**config.mk**
```make
export PLATFORM = sky130hd
export DESIGN_NAME = word_counter_bank_flat
export DESIGN_NICKNAME = d
export VERILOG_FILES = /design/src/rtl/word_counter_bank_if.sv /design/src/rtl/word_counter_bank.sv /design/src/flat_wrapper.sv
export SDC_FILE = /design/constraint.sdc
export NUM_CORES = 1
export LEC_CHECK = 0
export BUFFER_PORTS_ARGS = -buffer_cell sky130_fd_sc_hd__buf_2
export CAP_MARGIN = 20
export CORE_ASPECT_RATIO = 2
export CORE_MARGIN = 2
export CORE_UTILIZATION = 58
export DETAILED_ROUTE_END_ITERATION = 10
export PLACE_DENSITY = 0.82
export SLEW_MARGIN = 5
export SYNTH_ARGS = -nofsm -noshare
export SYNTH_HDL_FRONTEND = slang
export SYNTH_SLANG_ARGS = --single-unit
```
**constraint.sdc**
```tcl
create_clock -name clk -period 4.15 [get_ports clk]
set_input_delay 0.6225 -clock clk [delete_from_list [all_inputs] [get_ports clk]]
set_output_delay 0.6225 -clock clk [all_outputs]
set_load 0.02 [all_outputs]
```
**src/rtl/word_counter_bank_if.sv**
```systemverilog
// Read port of the word counter bank: level-sensitive request with channel index,
// answered one clock later by a registered count, its qualifier and an index-error pulse.
interface word_counter_bank_if #(
    parameter int IDX_WIDTH   = 2,
    parameter int COUNT_WIDTH = 5
);
    logic                   req;
    logic [IDX_WIDTH-1:0]   idx;
    logic [COUNT_WIDTH-1:0] data;
    logic                   valid;
    logic                   idx_err;

    // Handshake: a read is taken in every cycle where req=1 and the bank's idle input is 1;
    // valid=1 in the following cycle qualifies data (and idx_err). There is no backpressure.
    modport master (output req, idx, input data, valid, idx_err);
    modport slave  (input req, idx, output data, valid, idx_err);
endinterface

```
**src/rtl/word_counter_bank.sv**
```systemverilog
// Per-channel saturating word counters for the output FIFOs, with a one-cycle-latency
// read port that only serves while the transaction FSM is idle.
module word_counter_bank #(
    parameter int NUM_CHANNELS  = 4,
    parameter int COUNT_WIDTH   = 5,
    parameter int IDX_WIDTH     = (NUM_CHANNELS > 1) ? $clog2(NUM_CHANNELS) : 1,
    parameter int CLEAR_ON_READ = 0
) (
    input  logic                    clk,
    input  logic                    reset,
    input  logic [NUM_CHANNELS-1:0] pop,
    input  logic [NUM_CHANNELS-1:0] empty,
    input  logic                    idle,
    word_counter_bank_if.slave      rd,
    output logic [NUM_CHANNELS-1:0] overflow,
    output logic [1:0]              fsm_state
);
    typedef enum logic [1:0] {
        S_IDLE  = 2'd0,
        S_WAIT  = 2'd1,
        S_SERVE = 2'd2
    } state_t;

    state_t                 state;
    logic                   serve;
    logic                   hit;
    logic [COUNT_WIDTH-1:0] sel;
    logic [COUNT_WIDTH-1:0] count [NUM_CHANNELS];

    assign serve     = rd.req & idle;
    assign fsm_state = state;

    // hit stays low for indices past the last channel when NUM_CHANNELS is not a power of 2
    always_comb begin
        sel = '0;
        hit = 1'b0;
        for (int i = 0; i < NUM_CHANNELS; i++) begin
            if (rd.idx == IDX_WIDTH'(i)) begin
                sel = count[i];
                hit = 1'b1;
            end
        end
    end

    for (genvar i = 0; i < NUM_CHANNELS; i++) begin : g_ch
        logic                   ev;
        logic                   clr;
        logic [COUNT_WIDTH-1:0] cnt_q;
        logic                   ovf_q;

        assign ev       = pop[i] & ~empty[i];
        assign clr      = (CLEAR_ON_READ != 0) && serve && (rd.idx == IDX_WIDTH'(i));
        assign count[i] = cnt_q;
        assign overflow[i] = ovf_q;

        // A clear and a same-cycle event leave the counter at 1 so the event is kept.
        always_ff @(posedge clk or posedge reset) begin
            if (reset) begin
                cnt_q <= '0;
                ovf_q <= 1'b0;
            end else if (clr) begin
                cnt_q <= {{(COUNT_WIDTH-1){1'b0}}, ev};
                ovf_q <= 1'b0;
            end else if (ev) begin
                if (&cnt_q) ovf_q <= 1'b1;
                else        cnt_q <= cnt_q + 1'b1;
            end
        end
    end

    always_ff @(posedge clk or posedge reset) begin
        if (reset) begin
            state      <= S_IDLE;
            rd.data    <= '0;
            rd.valid   <= 1'b0;
            rd.idx_err <= 1'b0;
        end else begin
            rd.valid   <= serve;
            rd.idx_err <= serve & ~hit;
            if (serve) rd.data <= hit ? sel : '0;
            case (state)
                S_IDLE: begin
                    if (rd.req) state <= idle ? S_SERVE : S_WAIT;
                end
                S_WAIT: begin
                    if (!rd.req)   state <= S_IDLE;
                    else if (idle) state <= S_SERVE;
                end
                S_SERVE: begin
                    if (!rd.req)    state <= S_IDLE;
                    else if (!idle) state <= S_WAIT;
                end
                default: state <= S_IDLE;
            endcase
        end
    end
endmodule

```
**src/flat_wrapper.sv**
```systemverilog
// flat-port wrapper written by rule: the top's interface ports become plain ports
module word_counter_bank_flat 
#(
    parameter int NUM_CHANNELS  = 4,
    parameter int COUNT_WIDTH   = 5,
    parameter int IDX_WIDTH     = (NUM_CHANNELS > 1) ? $clog2(NUM_CHANNELS) : 1,
    parameter int CLEAR_ON_READ = 0
)
  (clk, reset, pop, empty, idle, overflow, fsm_state, rd_req, rd_idx, rd_data, rd_valid, rd_idx_err);
  word_counter_bank_if #(.IDX_WIDTH(IDX_WIDTH), .COUNT_WIDTH(COUNT_WIDTH)) rd_i ();
  input  logic clk;
  input  logic reset;
  input  logic [NUM_CHANNELS-1:0] pop;
  input  logic [NUM_CHANNELS-1:0] empty;
  input  logic idle;
  output logic [NUM_CHANNELS-1:0] overflow;
  output logic [1:0] fsm_state;
  input wire logic [$bits(rd_i.req)-1:0] rd_req;
  input wire logic [$bits(rd_i.idx)-1:0] rd_idx;
  output wire logic [$bits(rd_i.data)-1:0] rd_data;
  output wire logic [$bits(rd_i.valid)-1:0] rd_valid;
  output wire logic [$bits(rd_i.idx_err)-1:0] rd_idx_err;
  assign rd_i.req = rd_req;
  assign rd_i.idx = rd_idx;
  assign rd_data = rd_i.data;
  assign rd_valid = rd_i.valid;
  assign rd_idx_err = rd_i.idx_err;
  word_counter_bank #(.NUM_CHANNELS(NUM_CHANNELS), .COUNT_WIDTH(COUNT_WIDTH), .IDX_WIDTH(IDX_WIDTH), .CLEAR_ON_READ(CLEAR_ON_READ)) u_core (.clk(clk), .reset(reset), .pop(pop), .empty(empty), .idle(idle), .rd(rd_i), .overflow(overflow), .fsm_state(fsm_state));
endmodule
```
==> flow_summary.ini <==
[run_status]
outcome = complete, no violations

[worst_setup_path]
critPathLaunchType = flop
path_common_cell = ha_1
crit_path_end_kind = flop
cp-endpoint = u_core.g_ch[3].cnt_q[1]
r2r_start = u_core.g_ch[3].cnt_q[0]
crit_start = u_core.g_ch[3].cnt_q[0]
critical_path.max_stage_delay_ns = 0.44
critPathKind = reg2reg
rrSetupSlack_ns = 2.24
critical_path_arrival_ns = 2.08
critPathMaxFanout = 5
required_ns = 4.32
slowest_stage = dfrtp_1
r2r_end = u_core.g_ch[3].cnt_q[1]
r2r_cells = 5
crit_chain = ha_1 > and3_1 > ha_1 > nor3b_2 > mux2_2

[routing]
drt_pass1_iterations = 3
vias = 962
vias_per_cell = 5.83
drt_iter0_drc = 4
wl_per_cell_um = 15.6
ant_nets = 0
drcViolationCount = 0
wl_mm = 2.58

[logic_synthesis]
synth-simple-area-share_pct = 7.72
ys.flop_type = dfrtp_1
synth.most_common_cell = dfrtp_1
avgSynthCellArea_um2 = 14.5
synth-edff-count = 0
synth.net_count = 128
synth_xor_area_share_pct = 6.82
yosysWarningCount = 0
synth_top_cells_by_area = dfrtp_1, mux2_2, mux4_1
synth-compound-area-share_pct = 3.41
postSynthCellCount = 106
synthMuxAreaShare_pct = 18.0
ys_top_cells_by_count = dfrtp_1, mux2_2, ha_1, xnor2_1, inv_1
synth.yosys.seq_area_share_pct = 53.6
yosysUniqueCellTypes = 16
synth-adder-area-share_pct = 6.50
async_flop_share_pct = 100
synth.largest_area_cell = dfrtp_1
synth_top_family_by_area = multiplexers
yosys.area.top_type_share_pct = 53.6
synth.cell_area_mm2 = 0.00154
ys_ff_latch = 33

[cells_and_area]
num_antenna_cells = 0
seq_area_um2 = 826
multi_input_area_um2 = 658
fill_cells = 186
final_cell_area_mm2 = 0.00178
drive_gt1_share_pct = 38.0
final_net_count = 158
area_growth_pct = 15.8

[sta]
fmax_ghz = 0.523
setup_slack_ns = 2.24
hold_viol = 0
finalSetupTns_ns = 0
rsz0062_at_grt = no
skew_ns = 0.00511
fin_crit_sh_pct = 46.1
final.min_clock_period_ns = 1.91
tightest_slew_ns = 0.641
slew_headroom_pct = 57.2
finalSetupViolCount = 0
slew_violations = 0

[floorplanning]
ios = 27
dieHeight_um = 76.9
die-area_mm2 = 0.00311
initial_utilization_pct = 60.7
core_area_mm2 = 0.00254
rows = 26
die_w_um = 40.4

[place]
place_hpwl_mm = 2.04
routabilityCongestion = 0.716
place_ws_ns = 2.24
portBuffers = 26
post_dp_cell_area_mm2 = 0.00168

[global_route]
grt_pass1_vias = 1017
grt_usage_pct = 21.4
antenna_found_initial = 0
grt_max_degree = 19
grt.overflow.total = 0
grt_pass1_wl_mm = 4.40

[cts]
cts.clk_slew.worst_paths_ns = 0.07
htree_levels = 2
cts_sinks = 33
post_cts.repair.setup_buffers = 0
cts-resized-gates = 0
cts_tree = built
clockRootBuffer = clkbuf_8
clkLatencyLatePin_ns = 0.28
cts_buffers = 5
cts_buffer_depth = 2
ctsHoldBuffers = 0

[pwr]
power.leakage_nw = 0.939
p_total_mw = 1.20
ir_drop_uv = 401
cellPowerDensity_mw_per_mm2 = 675

[flow_run]
cap_violations = 0

[worst_hold_path]
hold_class = in2async
[flip-flops by register name, indices dropped and copies added, names as in the netlist]
register,flops
u_core.g_ch.cnt_q,20
u_core.rd.idx_err,1
u_core.rd.data,5
u_core.g_ch.ovf_q,4
u_core.rd.valid,1
u_core.fsm_state,2
[worst min path at each step]
stage / from / endpoint / slack (ns) / depth (start not counted)
2_1_floorplan: u_core.g_ch[0].ovf_q / u_core.g_ch[0].ovf_q / 0.44 / 1
3_3_place_gp: u_core.g_ch[1].ovf_q / u_core.g_ch[1].ovf_q / 0.44 / 1
3_5_place_dp: u_core.g_ch[3].ovf_q / u_core.g_ch[3].ovf_q / 0.45 / 1
4_1_cts: reset / u_core.g_ch[0].ovf_q / 0.44 / 2
5_1_grt: reset / u_core.rd.valid / 0.49 / 2
6_report: reset / u_core.fsm_state[0] / 0.42 / 2
[layout make-up]
| cell class | instances | area share (%) |
|---|---|---|
| Clock inverter | 1 | 0.281 |
| Timing Repair Buffer | 27 | 7.71 |
| Sequential cell | 33 | 46.3 |
| Inverter | 7 | 1.47 |
| Tap cell | 28 | 1.96 |
| Clock buffer | 7 | 5.40 |
| Multi-Input combinational cell | 62 | 36.9 |
[metrics by stage]
| stage | util [%] | instances | hold slack (ns) |
|---|---|---|---|
| 2_1_floorplan | - | 106 | 0.438 |
| 3_3_place_gp | 66.3 | 157 | 0.445 |
| 3_5_place_dp | 66.3 | 157 | 0.453 |
| 4_1_cts | 70.3 | 165 | 0.445 |
| 5_1_grt | 70.3 | 165 | 0.490 |
| 6_report | 70.3 | 165 | 0.419 |
[power by group]
group	switching [mW]	internal, mW
combinational	0.157	0.199
sequential	0.132	0.458
clock	0.109	0.150
[per-layer routing]
layer / GRT usage [%] / part of all wire [%] / vias up
li1: - / - / 444
met1: 21.3 / 35 / 487
met2: 35.1 / 57 / 23
met3: 6.94 / 4.5 / 8
met4: 12.7 / 3.5 / 0
met5: 0 / 0 / -
[placed cells by master, fill, tap and decap left out, drive strengths merged, types with 4 or more instances in the layout]
cell / count
inv: 7
mux4: 5
buf: 27
ha: 8
nand4: 4
and3: 4
a41o: 4
xnor2: 8
nor3b: 4
clkbuf: 7
nand2: 5
xor2: 4
mux2: 13
dfrtp: 33
[worst max-delay path, delay by kind of cell (launching register included)]
| family | cells | cell delay (ns) |
|---|---|---|
| adders and majority gates | 2 | 0.45 |
| and+or+nand+nor | 2 | 0.54 |
| DFF | 1 | 0.44 |
| muxes | 1 | 0.38 |
[cell families after synthesis]
kind of cell | after synthesis
DFF | 33
muxes | 18
and+or+nand+nor | 17
xor gates and xnor gates | 12
buffers and inverters | 11
adders and majority gates | 8
AOI/OAI and AO/OA | 6
other | 1
Power figures use the tool's default switching activity.
